File: src/rtl/full_err_seq_pkg.sv
// full_err_seq_pkg: shared types for the FC error-stage sequencer.
// Holds the float word layout, the FSM state enum and skid width.
package full_err_seq_pkg;

  typedef struct packed {
    logic        sgn;
    logic [7:0]  exp;
    logic [22:0] man;
  } float_24_8;

  typedef enum logic [1:0] {
    ST_IDLE,
    ST_STREAM,
    ST_DRAIN,
    ST_DONE
  } full_err_seq_state_e;

  // skid entry = {fst, 32-bit memory word}
  localparam int SKID_W = 33;

  function automatic float_24_8 to_float(
    input logic [31:0] w
  );
    return float_24_8'(w);
  endfunction

endpackage

File: src/rtl/full_err_skid2.sv
// full_err_skid2: 2-entry valid/ready FIFO. in_vld pushes in_data;
// out_data/out_vld present the head, popped on out_vld & out_rdy.
module full_err_skid2
  import full_err_seq_pkg::*;
#(
  parameter int W = SKID_W
) (
  input  logic         clk,
  input  logic         reset,
  input  logic         in_vld,
  input  logic [W-1:0] in_data,
  input  logic         out_rdy,
  output logic         out_vld,
  output logic [W-1:0] out_data,
  output logic         pop,
  output logic [1:0]   occ
);

  logic [W-1:0] mem [2];
  logic         rd_ptr;
  logic         wr_ptr;

  assign out_vld  = occ != 2'd0;
  assign pop      = out_vld && out_rdy;
  // head slot is never written while occupied, so it holds on stall
  assign out_data = mem[rd_ptr];

  always_ff @(posedge clk) begin
    if (!reset) begin
      mem[0] <= '0;
      mem[1] <= '0;
      rd_ptr <= 1'b0;
      wr_ptr <= 1'b0;
      occ    <= 2'd0;
    end else begin
      if (in_vld) begin
        mem[wr_ptr] <= in_data;
        wr_ptr      <= ~wr_ptr;
      end
      if (pop) rd_ptr <= ~rd_ptr;
      occ <= occ + 2'(in_vld) - 2'(pop);
    end
  end

endmodule

File: src/rtl/full_err_seq.sv
// full_err_seq: streams expected vectors from memory to the error
// block (expected/_vld/_fst, rdy back-pressure) and counts zctrl_vld.
module full_err_seq
  import full_err_seq_pkg::*;
#(
  parameter int VEC_LEN = 36,
  parameter int ADDR_W  = 12
) (
  input  logic              clk,
  input  logic              reset,
  input  logic              start,
  input  logic [15:0]       cfg_num_samples,
  input  logic [ADDR_W-1:0] cfg_base_addr,
  output logic              exp_mem_rd_vld,
  output logic [ADDR_W-1:0] exp_mem_rd_address,
  input  logic [31:0]       exp_mem_rd_data,
  output float_24_8         expected,
  output logic              expected_vld,
  output logic              expected_fst,
  input  logic              expected_rdy,
  input  logic              zctrl_vld,
  output logic              busy,
  output logic              sample_done,
  output logic [15:0]       sample_index,
  output logic              done,
  output logic              err_unexpected
);

  localparam int EW = (VEC_LEN > 1) ? $clog2(VEC_LEN) : 1;
  localparam logic [EW-1:0] ELEM_LAST = EW'(VEC_LEN - 1);

  full_err_seq_state_e state_q;

  logic [15:0]       n_q;
  logic [ADDR_W-1:0] addr_q;
  logic [EW-1:0]     iss_elem;
  logic [15:0]       iss_sample;
  logic [EW-1:0]     rx_elem;
  logic              infl_q;
  logic              infl_fst_q;

  logic [SKID_W-1:0] head;
  logic [1:0]        occ;
  logic              pop;
  logic              issue;
  logic              last_issue;
  logic              drained;

  full_err_skid2 #(.W(SKID_W)) u_skid (
    .clk      (clk),
    .reset    (reset),
    .in_vld   (infl_q),
    .in_data  ({infl_fst_q, exp_mem_rd_data}),
    .out_rdy  (expected_rdy),
    .out_vld  (expected_vld),
    .out_data (head),
    .pop      (pop),
    .occ      (occ)
  );

  assign expected_fst = head[SKID_W-1];
  assign expected     = to_float(head[31:0]);

  assign busy = (state_q == ST_STREAM)
             || (state_q == ST_DRAIN);

  // occupancy + in-flight never exceeds the 2 skid slots
  assign issue = (state_q == ST_STREAM)
              && (((occ + 2'(infl_q)) < 2'd2) || pop);

  assign last_issue = issue
                   && (iss_elem == ELEM_LAST)
                   && (iss_sample == n_q - 16'd1);

  assign drained = !expected_vld && !infl_q
                && (sample_index == n_q);

  assign exp_mem_rd_vld     = issue;
  assign exp_mem_rd_address = addr_q;

  always_ff @(posedge clk) begin
    if (!reset) begin
      state_q        <= ST_IDLE;
      n_q            <= '0;
      addr_q         <= '0;
      iss_elem       <= '0;
      iss_sample     <= '0;
      rx_elem        <= '0;
      infl_q         <= 1'b0;
      infl_fst_q     <= 1'b0;
      sample_index   <= '0;
      sample_done    <= 1'b0;
      done           <= 1'b0;
      err_unexpected <= 1'b0;
    end else begin
      sample_done <= 1'b0;
      done        <= 1'b0;
      infl_q      <= issue;
      infl_fst_q  <= (iss_elem == '0);

      if (issue) begin
        addr_q <= addr_q + ADDR_W'(1);
        if (iss_elem == ELEM_LAST) begin
          iss_elem   <= '0;
          iss_sample <= iss_sample + 16'd1;
        end else begin
          iss_elem <= iss_elem + EW'(1);
        end
      end

      if (zctrl_vld && busy) begin
        if (rx_elem == ELEM_LAST) begin
          rx_elem      <= '0;
          sample_done  <= 1'b1;
          sample_index <= sample_index + 16'd1;
        end else begin
          rx_elem <= rx_elem + EW'(1);
        end
      end

      if (zctrl_vld && !busy) err_unexpected <= 1'b1;

      unique case (state_q)
        ST_IDLE: begin
          if (start) begin
            n_q            <= cfg_num_samples;
            addr_q         <= cfg_base_addr;
            iss_elem       <= '0;
            iss_sample     <= '0;
            rx_elem        <= '0;
            sample_index   <= '0;
            // a stray result in the start cycle still counts
            err_unexpected <= zctrl_vld;
            state_q <= (cfg_num_samples == 16'd0)
                     ? ST_DONE : ST_STREAM;
          end
        end
        ST_STREAM: begin
          if (last_issue) state_q <= ST_DRAIN;
        end
        ST_DRAIN: begin
          if (drained) state_q <= ST_DONE;
        end
        ST_DONE: begin
          done    <= 1'b1;
          state_q <= ST_IDLE;
        end
      endcase
    end
  end

endmodule

File: config.mk
export PLATFORM = sky130hd
export DESIGN_NAME = full_err_seq
export DESIGN_NICKNAME = d
export VERILOG_FILES = /design/src/rtl/full_err_seq_pkg.sv /design/src/rtl/full_err_skid2.sv /design/src/rtl/full_err_seq.sv
export SDC_FILE = /design/constraint.sdc
export NUM_CORES = 1
export LEC_CHECK = 0
export BUFFER_PORTS_ARGS = -buffer_cell sky130_fd_sc_hd__buf_2
export CORE_MARGIN = 2
export CORE_UTILIZATION = 54
export DETAILED_ROUTE_END_ITERATION = 16
export HOLD_SLACK_MARGIN = 0.02
export PLACE_DENSITY = 0.78
export RECOVER_POWER = 25
export SLEW_MARGIN = 40
export SYNTH_ARGS = -nofsm -noshare
export SYNTH_HDL_FRONTEND = slang
export SYNTH_SLANG_ARGS = --single-unit
File: constraint.sdc
create_clock -name clk -period 3.9 [get_ports clk]
set_input_delay 0.195 -clock clk [delete_from_list [all_inputs] [get_ports clk]]
set_output_delay 0.195 -clock clk [all_outputs]
set_load 0.1 [all_outputs]
==> key figures <==
CTS
  – CTS H-tree lvls: 4
  – CTS tree: done
  – Clock slew at reported path FFs: 0.07 ns
  – Post-CTS sizing: 0
  – CTS max path bufs: 2
  – Clk_lat worst skew: 0.43 ns
  – CTS Buf Count: 17
  – CTS Root Cell: clkbuf_16
  – Clk sinks: 150

Drt
  – DRC: 0
  – WL final: 16200 um
  – Wire length per cell: 15.6 um
  – Vias per cell: 5.42
  – Post-route ant nets: 0
  – Drt pass-1 iters: 6
  – Starting DRT DRC Count: 346
  – Vias post-DR: 5628

Synthesis
  – Post-synthesis xor/xnor area fraction: 0.0904
  – Syn Nets: 790
  – Adder-Cell Fraction of Synth Area: 0.0238
  – Syn Area/Cell: 10.4 sq um
  – Main combinational cell family by area after synthesis: simple AND/OR/NAND/NOR gates
  – Seq/Total Area, Yosys: 0.497
  – Mux share of post-synthesis cell area: 0.0572
  – Async SR Flop Fraction: 0
  – Distinct cells, synth: 57
  – Synth warnings: 0
  – Cell area after synthesis: 0.00737 sq mm
  – Mapped Cells: 711
  – Post-synth EDFFs: 66
  – Compound-gate portion of the synthesized area: 0.0734
  – Primary FF master, synth: dfxtp_1
  – Seq cells post-synth: 150
  – Simple-Gate Fraction of Synth Area: 0.229

STA
  – Final-report setup violation count: 0
  – Fmax: 366 MHz
  – Fin crit share: 0.700
  – Setup TNS: 0 ns
  – Worst Tran Pin Value: 1.48 ns
  – Final min period: 2.73 ns
  – Final hold violations: 0
  – Final worst setup slack: 1.17 ns
  – Max-slew violations: 0
  – Relative slew slack: 0.000665
  – RSZ-0062 raised after global routing: false
  – Clk_skew: 0.0109 ns

GRT
  – Pin count of the biggest net entering global routing: 46
  – Tot GR Track Use: 0.227
  – GR Overflow Total: 0
  – First-pass GRT wire length: 25900 um
  – Initial antenna violation count: 0
  – Vias in the first global route: 5477

Layout
  – Final nets: 929
  – Most frequent cells in the layout: 131 x buf_2, 84 x dfxtp_1, 72 x nand2_1
  – Share of layout cells above drive strength 1: 0.256
  – Commonest non-fill, non-tap cell in the layout: buf_2
  – Area added between synthesis and finish: 21.1%
  – Diode count: 0

Critical path
  – Crit-path max FO: 9
  – RR Startpoint: state_q[1]$_SDFFE_PN0P_
  – CP Class: flop to flop
  – Worst Path Arrival: 3.09 ns
  – Required @ worst endpoint: 4.26 ns
  – CP Launch Type: flop
  – Crit path capture type: flop
  – Crit path from: state_q[1]$_SDFFE_PN0P_

Floorplanning
  – Row count: 42
  – Num ports: 132
  – Die height: 121 um
  – Overall die area: 0.0146 sq mm
  – Core Region: 0.0133 sq mm
  – Starting Density: 0.554
  – Die Width: 121 um

Pwr
  – PD cells: 685 mW/mm^2
  – P_leak: 0.00370 uW
  – Peak supply drop: 0.546 mV

Placed design
  – Detail Placement HPWL: 11500 um
  – Placer Congestion: 0.925
  – Worst slack, placed: 1.22 ns
  – Port buffer count: 131

Outcome
  – Failing checks: max-capacitance violations
  – Status: complete, but fails checks

Min path
  – Worst hold path type: input port to flop
  – Hold Path Origin: cfg_num_samples[2]

Job
  – Max-cap violations: 1
## power breakdown
part / leakage, uW / switching (uW) / internal [uW]
sequential: 0.00137 / 163 / 1840
clock: 0.000290 / 704 / 970
combinational: 0.00204 / 1830 / 615
total: 0.00370 / 2690 / 3420
## Yosys cell counts (2+ instances only)
master | count | area share
and2_1 | 75 | 0.064
edfxtp_1 | 66 | 0.27
xnor2_1 | 35 | 0.042
dfxtp_1 | 84 | 0.23
nor3b_1 | 2 | 0.0020
nor2b_1 | 5 | 0.0042
nor2_1 | 54 | 0.028
xor2_1 | 41 | 0.049
nand2b_1 | 5 | 0.0042
clkbuf_1 | 30 | 0.015
a21oi_1 | 18 | 0.012
and3_1 | 9 | 0.0076
a21boi_0 | 16 | 0.016
buf_6 | 2 | 0.0031
or2_2 | 3 | 0.0025
nor3_2 | 2 | 0.0027
inv_1 | 12 | 0.0061
o21ai_0 | 16 | 0.011
or3_1 | 15 | 0.013
nor4_1 | 8 | 0.0068
and4_1 | 2 | 0.0024
nand4_2 | 2 | 0.0034
nor3_1 | 4 | 0.0027
nand2_1 | 72 | 0.037
o211a_1 | 12 | 0.016
mux2i_1 | 5 | 0.0068
nand3_1 | 21 | 0.014
a211o_1 | 2 | 0.0024
nor4_4 | 2 | 0.0058
buf_2 | 2 | 0.0014
ha_1 | 14 | 0.024
mux2_2 | 33 | 0.050
nand4_1 | 18 | 0.015
## logic make-up after synthesis
group,Yosys count
and+or+nand+nor,309
DFF,150
xor gates and xnor gates,76
AOI/OAI and AO/OA,75
buffers and inverters,49
muxes,38
adders and majority gates,14
## worst paths after layout
check                                endpoint  slack [ns]  cells after the start
hold reg to reg         rx_elem[1]$_SDFF_PN0_        0.49                      2
setup / recovery  sample_index[13]$_SDFF_PN0_        1.17                      9
setup reg to reg  sample_index[13]$_SDFF_PN0_        1.17                      9
hold / removal            n_q[2]$_SDFFE_PN0P_        0.03                      3
## critical path, cell delays in order, from the launching register on
cell and delay, ns:
dfxtp_1 0.38, inv_1 0.10, ha_1 0.39, nand3_1 0.21, nor4_4 0.53, nand4_2 0.24, nor2_1 0.23, nand2_1 0.12
or3_1 0.31, a21oi_1 0.14
## routing by layer
metal,routed length [um],share of wire,vias up,track usage
li1,-,-,2744,-
met1,7090,0.44,2656,0.285
met2,7900,0.49,196,0.383
met3,821,0.051,32,0.0439
met4,388,0.024,0,0.0959
met5,0,0,-,0
## registers in the layout, summed over array words and instances, names as in the netlist, named ones only
name	count
done	1
n_q	16
exp_mem_rd_address	12
u_skid.rd_ptr	1
state_q	2
u_skid.mem	66
iss_elem	6
u_skid.wr_ptr	1
infl_fst_q	1
iss_sample	16
rx_elem	6
infl_q	1
sample_index	16
sample_done	1
u_skid.occ	2
err_unexpected	1
## final cells by class
cell class	instances	area [sq um]
Clock inverter	15	180
Tap cell	176	220
Inverter	12	45.0
Sequential cell	150	3660
Timing Repair Buffer	157	901
Multi-Input combinational cell	512	3490
Fill cell	1017	4370
Clock buffer	17	425
## stage by stage
| step | cells | area, sq um | utilization | hold WS, ns | power [uW] |
|---|---|---|---|---|---|
| after detailed placement | 990 | 8170 | 0.614 | 0.443 | 4460 |
| after global routing | 1039 | 8920 | 0.671 | 0.0347 | 6360 |
| after global placement | 988 | 8140 | 0.612 | 0.435 | 4390 |
| after CTS | 1039 | 8940 | 0.673 | 0.0209 | 6150 |
| after floorplan | 711 | 7370 | - | 0.340 | 4040 |
| final | 1039 | 8920 | 0.671 | 0.0335 | 6110 |
## what timing repair did
action / 4_1_cts / 5_1_grt
hold endpoints to repair: 17 / 0
buffers inserted: 0 / 0
hold buffers: 17 / 0
Power figures use the tool's default switching activity.
